**src/rtl/ex_divider.sv**
```systemverilog
// ex_divider: multi-cycle restoring radix-2 divider for DIV/DIVU in EX.
// Stalls the pipeline while iterating and delivers quotient (LO) and
// remainder (HI) with a one-cycle done pulse. A flush aborts silently.
module ex_divider #(
  parameter int unsigned DATA_WIDTH = 32
) (
  input  logic                  clk,
  input  logic                  rst,
  input  logic                  flush,
  input  logic                  start,
  input  logic                  signed_div,
  input  logic [DATA_WIDTH-1:0] dividend,
  input  logic [DATA_WIDTH-1:0] divisor,
  output logic                  stall_request,
  output logic                  done,
  output logic [DATA_WIDTH-1:0] quotient,
  output logic [DATA_WIDTH-1:0] remainder
);

  localparam int unsigned W     = DATA_WIDTH;
  localparam int unsigned CNT_W = $clog2(DATA_WIDTH) + 1;
  localparam int unsigned SR_W  = 2 * DATA_WIDTH + 1;

  localparam logic [1:0] IDLE     = 2'd0;
  localparam logic [1:0] DIVIDING = 2'd1;
  localparam logic [1:0] DONE     = 2'd2;

  logic [1:0]       state,     state_nx;
  logic [CNT_W-1:0] counter,   counter_nx;
  logic [SR_W-1:0]  shift_q,   shift_nx;
  logic [W-1:0]     div_mag,   div_mag_nx;
  logic             neg_q,     neg_q_nx;
  logic             neg_r,     neg_r_nx;
  logic             done_nx;
  logic [W-1:0]     quotient_nx, remainder_nx;

  // Operand magnitudes and signs at the point of acceptance.
  logic         a_neg, b_neg;
  logic [W-1:0] a_mag, b_mag;

  // One restoring iteration of the {rem,quo} shift register.
  logic [SR_W-1:0] shifted;
  logic [W+1:0]    trial;
  logic [SR_W-1:0] step_val;
  logic [W-1:0]    q_mag, r_mag, q_fix, r_fix;
  logic            last_iter;

  // Operand sign/magnitude extraction.
  always_comb begin
    a_neg = signed_div & dividend[W-1];
    b_neg = signed_div & divisor[W-1];
    a_mag = a_neg ? (~dividend + W'(1)) : dividend;
    b_mag = b_neg ? (~divisor + W'(1)) : divisor;
  end

  // Shift-subtract step and sign correction of the final result.
  always_comb begin
    shifted  = shift_q << 1;
    trial    = {1'b0, shifted[SR_W-1:W]} - {2'b00, div_mag};
    step_val = trial[W+1] ? shifted : {trial[W:0], shifted[W-1:1], 1'b1};
    q_mag    = step_val[W-1:0];
    r_mag    = step_val[2*W-1:W];
    q_fix    = neg_q ? (~q_mag + W'(1)) : q_mag;
    r_fix    = neg_r ? (~r_mag + W'(1)) : r_mag;
    last_iter = (counter == CNT_W'(W - 1));
  end

  // Next-state and next-output logic.
  always_comb begin
    state_nx     = state;
    counter_nx   = counter;
    shift_nx     = shift_q;
    div_mag_nx   = div_mag;
    neg_q_nx     = neg_q;
    neg_r_nx     = neg_r;
    done_nx      = 1'b0;
    quotient_nx  = quotient;
    remainder_nx = remainder;

    if (flush) begin
      state_nx = IDLE;
    end else begin
      case (state)
        IDLE: begin
          if (start) begin
            neg_q_nx   = a_neg ^ b_neg;
            neg_r_nx   = a_neg;
            div_mag_nx = b_mag;
            shift_nx   = {{(W + 1){1'b0}}, a_mag};
            counter_nx = '0;
            if (divisor == '0) begin
              // Divide by zero completes immediately with raw dividend.
              state_nx     = DONE;
              done_nx      = 1'b1;
              quotient_nx  = '1;
              remainder_nx = dividend;
            end else begin
              state_nx = DIVIDING;
            end
          end
        end
        DIVIDING: begin
          shift_nx   = step_val;
          counter_nx = counter + CNT_W'(1);
          if (last_iter) begin
            state_nx     = DONE;
            done_nx      = 1'b1;
            quotient_nx  = q_fix;
            remainder_nx = r_fix;
          end
        end
        DONE: begin
          state_nx = IDLE;
        end
        default: begin
          state_nx = IDLE;
        end
      endcase
    end
  end

  // State and datapath registers with synchronous active-low reset.
  always_ff @(posedge clk) begin
    if (!rst) begin
      state     <= IDLE;
      counter   <= '0;
      shift_q   <= '0;
      div_mag   <= '0;
      neg_q     <= 1'b0;
      neg_r     <= 1'b0;
      done      <= 1'b0;
      quotient  <= '0;
      remainder <= '0;
    end else begin
      state     <= state_nx;
      counter   <= counter_nx;
      shift_q   <= shift_nx;
      div_mag   <= div_mag_nx;
      neg_q     <= neg_q_nx;
      neg_r     <= neg_r_nx;
      done      <= done_nx;
      quotient  <= quotient_nx;
      remainder <= remainder_nx;
    end
  end

  // Hold the pipeline while a division is being accepted or iterating.
  assign stall_request = !flush && (((state == IDLE) && start) || (state == DIVIDING));

endmodule

```
**config.mk**
```make
export PLATFORM = sky130hd
export DESIGN_NAME = ex_divider
export DESIGN_NICKNAME = d
export VERILOG_FILES = /design/src/rtl/ex_divider.sv
export SDC_FILE = /design/constraint.sdc
export NUM_CORES = 1
export LEC_CHECK = 0
export ABC_AREA = 0
export CAP_MARGIN = 10
export CORE_ASPECT_RATIO = 1.5
export CORE_MARGIN = 10
export CORE_UTILIZATION = 35
export DETAILED_ROUTE_END_ITERATION = 12
export GPL_TIMING_DRIVEN = 0
export HOLD_SLACK_MARGIN = 0.1
export MAX_ROUTING_LAYER = met4
export PLACE_DENSITY_LB_ADDON = 0.25
export SYNTH_ARGS = -nofsm -noshare
export SYNTH_HDL_FRONTEND = slang
export SYNTH_SLANG_ARGS = --single-unit
```
**constraint.sdc**
```tcl
create_clock -name clk -period 4.49 [get_ports clk]
set_clock_uncertainty 0.05 [all_clocks]
set_input_delay 0.449 -clock clk [delete_from_list [all_inputs] [get_ports clk]]
set_output_delay 0.449 -clock clk [all_outputs]
set_load 0.01 [all_outputs]
```
* Yosys cells after proc, flatten, opt, wreduce, memory -nomap -nowiden
Cells that the tools add are included.
** Word-level totals
- Register bits :: 171
- Input port bits :: 69
- Output and inout port bits :: 66
- Word-level logic and storage cells :: 66
** Cells by class
- Add/sub/neg operators :: 6
- Equality and inequality tests :: 5
- Mux-type cells :: 25
- Bitwise operators :: 9
- Reductions and logical operators :: 12
** Operators with widths (number)
- $mux 32 :: 10
- $add 32x1->32 const B :: 4
- $mux 64 :: 2
- $not 32->32 :: 4
- $pmux 32 s2 :: 2
- $pmux 64 s2 :: 1
- $sub 33x32->34 :: 1
- $logic_not 32->1 :: 1
- $pmux 6 s2 :: 1
- $add 6x1->6 const B :: 1
- $eq 6x5->1 const B :: 1
- $mux 2 :: 3
- $mux 6 :: 1
- $ne 2x2->1 const B :: 3
- $reduce_and 3->1 :: 2
- $reduce_and 5->1 :: 1
- $pmux 2 s2 :: 1
- $mux 1 :: 3
- $and 1x1->1 :: 2
- $eq 2x1->1 const B :: 1
- $logic_and 1x1->1 :: 2
- $logic_not 2->1 :: 1
- $not 1->1 :: 2
- $pmux 1 s2 :: 1
- 6 further kinds :: 6

* Depth between registers and ports, before layout
Gate-level depths: netlist (run 1).
- Depth in word-level cells :: 7
- Mapped depth :: 23

* Worst setup path before layout (run 1)
No wires, ideal clock.
- Kind :: register to register
- From :: register shift_q[39]
- To :: register remainder[14]
- Setup time :: 0.074 ns
- Arrival :: 4.628 ns
- Data required time :: 4.366 ns
- Path slack :: -0.262 ns
- Stages on the path, launching flop included :: 22
- Path buffers :: 4
- Period minus slack after synthesis :: 4.752 ns
- Cells stage by stage :: dfxtp_1 -> ha_1 -> buf_2 -> a21oi_2 -> o21ai_1 -> a221o_1 -> o21ai_2 -> nand2_2 -> buf_2 -> buf_1 -> clkbuf_1 -> o21ai_0 -> ha_1 -> inv_1 -> or3_1 -> or4b_2 -> o31ai_1 -> nand2_1 -> o21ai_0 -> xor2_1 -> nand2_1 -> a31oi_1
** Between the ends
- Longest elaborated chain between the ends :: 7
** Ends and longest elaborated chain
- start: declaration :: RTL line 30 : logic [SR_W-1:0] shift_q, shift_nx;
- start signal: assignment :: RTL line 137 : shift_q <= shift_nx;
- $sub 33x32->34 :: RTL line 59 : trial = {1'b0, shifted[SR_W-1:W]} - {2'b00, div_mag};
- $mux 64 * :: RTL line 60 : step_val = trial[W+1] ? shifted : {trial[W:0], shifted[W-1:1], 1'b1};
- $not 32->32 :: RTL line 64 : r_fix = neg_r ? (~r_mag + W'(1)) : r_mag;
- $add 32x1->32 :: RTL line 64
- $mux 32 * :: RTL line 64
- $mux 32 * :: RTL line 105 : if (last_iter) begin
- $pmux 32 s2 * :: RTL line 83 : case (state)
- end signal: assignment :: RTL line 143 : remainder <= remainder_nx;
- end: declaration :: RTL line 17 : output logic [DATA_WIDTH-1:0] remainder
Every way passes the cells marked *; elsewhere a longest branch is shown, timed or not. The select of a mux whose other input is x is not followed.
A chain may end at the register's enable or synchronous reset.

* Worst setup path after layout (run 1)
- From :: register div_mag[26]
- To :: register remainder[14]
** Between the ends
- Longest elaborated chain between the ends :: 7
** Ends and longest elaborated chain
- start: declaration :: RTL line 31 : logic [W-1:0] div_mag, div_mag_nx;
- start signal: assignment :: RTL line 138 : div_mag <= div_mag_nx;
- $sub 33x32->34 * :: RTL line 59
- $mux 64 * :: RTL line 60
- $not 32->32 :: RTL line 64
- $add 32x1->32 :: RTL line 64
- $mux 32 * :: RTL line 64
- $mux 32 * :: RTL line 105
- $pmux 32 s2 * :: RTL line 83
Marks and branches as above.

==> results.toml, run 1 <==
[place]
routabilityCongestion = 0.980
io_buffers = 134
dp_hpwl_um = 38400
placed_area_sq_um = 13700

[sta]
setup_viol = 0
fin_tns_setup_ns = 0
max_freq_mhz = 228
slew_viol_final = 0
final-hold-violation-count = 0
period_share = 0.978
fin_crit_ns = 4.39
relSlewSlack = 0.262
tightest_slew_ns = 1.11
rsz0062_at_grt = "true"

[route]
wl_per_cell_um = 21.8
drtAntennaViolNets = 0
drc = 0
post_drt_via_cell_ratio = 5.67
drtIter0Drc = 764
drt_first_pass_iters = 5
vias = 12500
wirelength_um = 48000

[cells_and_area]
synthToLayoutAreaGrowth_pct = 25.9
drive_above_1_share = 0.0991
nets = 1880
fin_util = 0.446
fillers = 3394
postLayoutCellArea_sq_um = 14900
antenna_cells = 0

[synth]
synth_area_sq_um = 11800
post-synth-top-area-cell = "dfxtp_1"
ys_top_cells_by_area = "dfxtp_1, nor2_1, a21oi_1"
synth.avg_cell_area_sq_um = 7.40
synth.most_common_cell = "nor2_1"
yosys_most_used_dff = "dfxtp_1"
synth_cell_types = 81
async_flop_share = 0
synth_edf_count = 0
synth_fp_nets = 1707
ys_ff_latch = 171
ys_seq_area_frac = 0.289
netlist_top_cells_count = "nor2_1, dfxtp_1, nand2_1"
netlist.area_leader.share = 0.289
synthCells = 1600
yosys_warnings = 0

[flow_run]
cap_violations = 0

[global_route]
grt.overflow.total = 0
antenna_found_initial = 0
grt_usage = 0.232
grt_pass1_wl_um = 72300
grt_pass1_vias = 12500
grt_max_degree = 17

[die]
dieArea_sq_um = 41800
core_area_sq_um = 33400
die_x_um = 170
die-height_um = 245
fp-row-count = 82
start_util = 0.354
num_io_pins = 135

[cts]
root_buffer = "clkbuf_16"
cts.path.max_buffers = 2
cts.sinks = 171
worstSkewPairLatency_ns = 0.47
clk_pin_slew_ns = 0.07
cts_buffers = 17
h-tree-depth = 4
holdBufCountCts = 0
cts_tree = "yes"

[setup_path]
start_kind = "flop"
critPathRequiredTime_ns = 4.84
cp_slowest_cell = "or4b_4"
r2r_slack_ns = 0.1
critical_path.max_fanout = 10
crit_type = "reg -> reg"
critical_path.max_stage_delay_ns = 0.52
arrival_ns = 4.74
path_cells = "inv_1 > ha_4 > a21oi_4 > o21ai_4 > a2111oi_4 > o21a_2 > nand2_2 > buf_8 > buf_12 > clkbuf_16 > o21ai_4 > ha_4 > inv_1 > or3_4 > or4b_4 > o31ai_4 > nand2_2 > o21ai_2 > xor2_1 > nand2_1 > a31oi_1"
critPathCaptureType = "flop"

[power_and_ir_drop]
leakagePower_uw = 0.00544
peakVddDrop_mv = 0.161
p_per_area_nw_per_um2 = 271

[hold_path]
hp-class = "reg -> reg"

[run_status]
run_status = "finished, final reports clean"
==> cells in the final DEF (no fill, tap or decap), types with 51 or more instances in the layout <==
| cell | synthesis | routed |
|---|---|---|
| a211oi_1 | 65 | 65 |
| a21oi_1 | 149 | 144 |
| clkbuf_1 | 71 | 69 |
| clkdlybuf4s50_1 | 0 | 134 |
| dfxtp_1 | 171 | 155 |
| inv_1 | 52 | 52 |
| nand2_1 | 163 | 161 |
| nor2_1 | 225 | 223 |
| o21ai_0 | 96 | 91 |
| xnor2_1 | 51 | 51 |
| xor2_1 | 77 | 77 |
==> state kept, by name (all words and copies together) (netlist names) <==
signal / flops
neg_q: 1
done: 1
shift_q: 64
counter: 6
div_mag: 32
state: 2
remainder: 32
quotient: 32
neg_r: 1
==> worst max-delay path, delay by kind of cell (launching register included) <==
kind	cells	cell delay [ns]
AO/OA/AOI/OAI	8	1.52
adder cells (fa/ha/maj)	2	0.42
XOR/XNOR	1	0.16
flip-flops	1	0.33
AND/OR/NAND/NOR	5	1.22
buffers and inverters	5	0.58
==> final timing paths <==
path                     from  depth (start not counted)            end
setup / recovery  div_mag[26]                         21  remainder[14]
hold / removal    div_mag[20]                          2    div_mag[20]
setup reg to reg  div_mag[26]                         21  remainder[14]
hold reg to reg   div_mag[20]                          2    div_mag[20]
==> kinds of logic after synthesis <==
logic type / synth area share
simple gates: 0.230
compound gates: 0.277
flops: 0.289
buf+inv: 0.0514
xor+xnor: 0.0946
fa+ha+maj: 0.0408
mux: 0.0172
==> stage by stage <==
step                      setup slack, ns  power, uW  std cells  hold WS (ns)
after floorplan                    0.0244       2180       1600         0.382
after global placement              -1.26       2490       2154         0.394
after detailed placement            -1.37       2500       2154         0.403
after CTS                         -0.0872       3990       2190         0.410
after global routing              -0.0124       4190       2206         0.445
final                              0.0990       4040       2206         0.407
==> cell type report <==
class / count / area [sq um] / area share
Clock buffer: 18 / 429 / 0.0288
Clock inverter: 14 / 135 / 0.00906
Multi-Input combinational cell: 1275 / 8180 / 0.548
Inverter: 54 / 204 / 0.0137
Buffer: 98 / 485 / 0.0325
Tap cell: 420 / 526 / 0.0352
Timing Repair Buffer: 156 / 1510 / 0.101
Sequential cell: 171 / 3450 / 0.232
==> routing by layer <==
layer | GRT usage | share of wire | vias to the layer above
met5 | - | 0 | -
met4 | 0.164 | 0.070 | 0
met3 | 0.0318 | 0.045 | 150
met1 | 0.223 | 0.37 | 5823
li1 | - | - | 6137
met2 | 0.420 | 0.52 | 403
==> power by group <==
group	internal (uW)	switching [uW]
registers	1560	44.9
logic	359	589
clock network	773	721
==> what timing repair did <==
item | CTS | global route
pin swaps | 13 | 23
setup buffers | 5 | 17
gates resized for setup | 61 | 52
endpoints found under the setup margin | 40 | 29
(Power assumes the default switching activity.)
==> run 2, diff against run 1 <==
Settings changed: SKIP_LAST_GASP set to 1.
==> run 2 against run 1 <==
Net effect: combinational power barely moved; setup slack worse by 0.038 ns; total power fell by 0.11%; via count decreased by 0.38%; global-route usage about the same; sequential share of layout area hardly changed; final cell count unchanged; non-clock buffer count unchanged; count of clock-buffer cells in the layout unchanged; clock power about the same; largest cell class unchanged; largest power group unchanged.
==> results.toml, run 2 (synthesis results as in run 1) <==
[global_route]
grt_pass1_wl_um = 72200
grt.overflow.total = 0
grt_usage = 0.232
antenna_found_initial = 0
grt_max_degree = 17
grt_pass1_vias = 12500

[sta]
relSlewSlack = 0.250
layout_setup_ws_ns = 0.0611
fin_tns_setup_ns = 0
final-hold-violation-count = 0
period_share = 0.986
slew_viol_final = 0
setup_viol = 0
tightest_slew_ns = 1.13
max_freq_mhz = 226
whs_ns = 0.407
fin_crit_ns = 4.43
rsz0062_at_grt = "true"

[route]
drc = 0
drtAntennaViolNets = 0
drt_first_pass_iters = 8
wl_per_cell_um = 21.8
post_drt_via_cell_ratio = 5.65
drtIter0Drc = 733
wirelength_um = 48000
vias = 12500

[cells_and_area]
layout_common_cells = "nor2_1, nand2_1, dfxtp_1"
final_common_cell = "nor2_1"
fin_util = 0.445
largest_register_ffs = 64
multiInputGateArea_sq_um = 8160
drive_above_1_share = 0.0969
largest_register = "shift_q"
antenna_cells = 0
fillers = 3391
nets = 1880
postLayoutCellArea_sq_um = 14900
synthToLayoutAreaGrowth_pct = 25.8
seqCellArea_sq_um = 3450

[setup_path]
critical_path.max_fanout = 10
critPathRequiredTime_ns = 4.80
crit_start = "div_mag[26]"
arrival_ns = 4.73
critPathCaptureType = "flop"
start_kind = "flop"
worstRegToRegCells = 20
worstSetupEndpoint = "remainder[26]"
timing.rr.end = "remainder[26]"
crit_type = "reg -> reg"
r2r_slack_ns = 0.06
r2r-start = "div_mag[26]"

[cts]
cts_tree = "yes"
cts_buffers = 17
root_buffer = "clkbuf_16"
h-tree-depth = 4
worstSkewPairLatency_ns = 0.47
clk_pin_slew_ns = 0.07
cts.path.max_buffers = 2
holdBufCountCts = 0
cts.sinks = 171

[die]
die-height_um = 245
core_area_sq_um = 33400
num_io_pins = 135
dieArea_sq_um = 41800
die_x_um = 170
fp-row-count = 82
start_util = 0.354

[power_and_ir_drop]
leakagePower_uw = 0.00544
p_per_area_nw_per_um2 = 271
peakVddDrop_mv = 0.161

[place]
placed_area_sq_um = 13700
place_ws_ns = -1.37
routabilityCongestion = 0.980
io_buffers = 134
dp_hpwl_um = 38400

[hold_path]
hp-class = "reg -> reg"

[run_status]
run_status = "finished, final reports clean"

[flow_run]
cap_violations = 0
## run 2: per-stage QoR
step                      power, uW  instances
after floorplan                2180       1600
after global placement         2490       2154
after detailed placement       2500       2154
after CTS                      3990       2190
after global routing           4180       2206
final                          4040       2206
## run 2: worst min path at each step
stage / end / startpoint / cells after the start
2_1_floorplan: div_mag[20] / div_mag[20] / 2
3_3_place_gp: div_mag[20] / div_mag[20] / 2
3_5_place_dp: div_mag[20] / div_mag[20] / 2
4_1_cts: div_mag[20] / div_mag[20] / 2
5_1_grt: div_mag[15] / div_mag[15] / 2
6_report: div_mag[20] / div_mag[20] / 2
## run 2: worst max-delay path, stage by stage, from the launching register on
cell	delay (ns)
dfxtp_2	0.33
inv_1	0.06
ha_4	0.26
a21oi_4	0.19
o21ai_4	0.08
a2111oi_4	0.50
o21a_2	0.25
nand2_2	0.07
buf_8	0.14
buf_12	0.15
clkbuf_16	0.17
o21ai_4	0.16
ha_4	0.16
inv_1	0.06
or3_4	0.43
nor2_1	0.14
a32oi_2	0.22
nor4b_2	0.34
a31oi_1	0.16
xor2_1	0.27
a21oi_1	0.10
## run 2: report_power, final
part | total [uW] | switching, uW | internal [uW]
logic | 945 | 587 | 358
registers | 1600 | 44.8 | 1550
clock network | 1490 | 720 | 773
## run 2: timing repair
item / in CTS / in global routing
endpoints found under the setup margin: 40 / 29
pin swaps: 13 / 25
buffers inserted: 5 / 16
gates resized for setup: 60 / 50
## run 2: layout make-up
cell class,instances,share of cell area
buffer,99,0.0334
inverter,54,0.0137
sequential,171,0.232
multi-input combinational,1275,0.548
tap,420,0.0353
clock inverter,14,0.00907
timing repair buffer,155,0.101
clock buffer,18,0.0288
## run 2: routing by layer
layer,up-vias,part of all wire,track usage
met4,0,0.066,0.164
met1,5773,0.37,0.223
met3,139,0.044,0.0318
met2,412,0.52,0.420
li1,6142,-,-
met5,-,0,-
==> run 3, diff against run 2 <==
Clock period 4.49 ns to 5.4 ns, I/O delays scaled along.
==> run 3 against run 2 <==
Net effect: first-iteration DRC count increased by 21%; via count grew 0.50%; final area decreased by 3.8%; global-route usage down 0.32 points; final cell count fell by 0.82%.
==> results.toml, run 3 (synthesis results as in run 1) <==
[global_route]
grt_pass1_vias = 12300
grt_pass1_wl_um = 71700
grt_usage = 0.229
grt.overflow.total = 0
grt_max_degree = 20
antenna_found_initial = 0

[setup_path]
start_kind = "flop"
critPathRequiredTime_ns = 5.74
critical_path.max_fanout = 10
crit_type = "reg -> reg"
critPathCaptureType = "flop"
arrival_ns = 5.49

[cells_and_area]
antenna_cells = 0
largest_register_ffs = 64
synthToLayoutAreaGrowth_pct = 21.0
drive_above_1_share = 0.0600
final_common_cell = "nor2_1"
largest_register = "shift_q"
fin_util = 0.428
layout_common_cells = "nor2_1, dfxtp_1, nand2_1"
nets = 1862

[place]
io_buffers = 134
dp_hpwl_um = 38500
routabilityCongestion = 0.992

[route]
vias = 12500
wirelength_um = 47600
post_drt_via_cell_ratio = 5.73
drtIter0Drc = 887
wl_per_cell_um = 21.7
drtAntennaViolNets = 0
drc = 0
drt_first_pass_iters = 5

[hold_path]
hp-class = "reg -> reg"

[die]
die_x_um = 170
dieArea_sq_um = 41800
core_area_sq_um = 33400
die-height_um = 245
start_util = 0.354
num_io_pins = 135
fp-row-count = 82

[cts]
cts.path.max_buffers = 2
cts_tree = "yes"
cts_buffers = 17
cts.sinks = 171
worstSkewPairLatency_ns = 0.46
root_buffer = "clkbuf_16"
h-tree-depth = 4
holdBufCountCts = 0
clk_pin_slew_ns = 0.07

[sta]
fin_tns_setup_ns = 0
setup_viol = 0
tightest_slew_ns = 1.08
slew_viol_final = 0
relSlewSlack = 0.274
period_share = 0.954
final-hold-violation-count = 0
max_freq_mhz = 194
fin_crit_ns = 5.15
rsz0062_at_grt = "false"

[power_and_ir_drop]
p_per_area_nw_per_um2 = 228
leakagePower_uw = 0.00525
peakVddDrop_mv = 0.167

[flow_run]
cap_violations = 0

[run_status]
run_status = "finished, final reports clean"
[run 3: cell count changes in the layout (fill, tap and decap cells not counted), sizes merged]
cell	previous run	this run
clkbuf	90	92
inv	58	56
clkinv	5	4
bufinv	1	0
buf	48	31
clkinvlp	4	5
[run 3: repair_timing]
item,4_1_cts,5_1_grt
setup endpoints to repair,18,12
setup buffers,1,3
pin swaps,1,4
gates cloned,0,0
gates resized for setup,7,13
[run 3: per-layer routing]
layer / global-route usage / vias up / share of wire / wire length, um
met5: - / - / 0 / 0
li1: - / 6084 / - / -
met2: 0.432 / 417 / 0.54 / 25700
met4: 0.125 / 0 / 0.051 / 2400
met3: 0.0244 / 126 / 0.043 / 2070
met1: 0.222 / 5901 / 0.37 / 17400
[run 3: path summary, 6_finish.rpt]
check | start | end | slack [ns] | depth (start not counted)
max | shift_q[43] | remainder[14] | 0.25 | 19
min | div_mag[20] | div_mag[20] | 0.40 | 2
max reg2reg | shift_q[43] | remainder[14] | 0.25 | 19
min reg2reg | div_mag[20] | div_mag[20] | 0.40 | 2
[run 3: worst max-delay path, cell delays in order, from the launching register on]
cell and delay [ns]:
dfxtp_2 0.37, ha_1 0.40, a21oi_1 0.21, o21ai_1 0.20, a221o_1 0.39, o21ai_4 0.20
nand2_2 0.08, clkbuf_4 0.21, clkbuf_2 0.29, o21ai_2 0.24, ha_1 0.25, inv_1 0.09
or3_1 0.42, or4b_2 0.67, o31ai_1 0.14, nand2_1 0.16, o21ai_0 0.23, xor2_1 0.21
nand2_1 0.07, a31oi_1 0.16
[run 3: area by class of cell]
cell class                      instances  area [sq um]
Clock inverter                         11          90.1
Clock buffer                           21           460
Fill cell                            3478         19100
Timing Repair Buffer                  138          1370
Multi-Input combinational cell       1275          7850
Buffer                                 98           407
Sequential cell                       171          3430
Inverter                               54           203
Tap cell                              420           526
[run 3: power breakdown]
group	leakage, uW	internal (uW)	switching (uW)
logic	0.00361	264	472
registers	0.00139	1290	36.6
clock network	0.000253	618	584
[run 3: per-stage QoR]
step | std cells | total power [uW] | area, sq um | hold WS [ns] | setup WS (ns)
floorplan | 1600 | 1820 | 11800 | 0.382 | 0.648
global placement | 2154 | 2070 | 13700 | 0.393 | -0.837
detailed placement | 2154 | 2080 | 13700 | 0.398 | -0.883
CTS | 2186 | 3260 | 14300 | 0.405 | -0.0590
global route | 2188 | 3380 | 14300 | 0.433 | 0.0327
finish | 2188 | 3270 | 14300 | 0.403 | 0.250
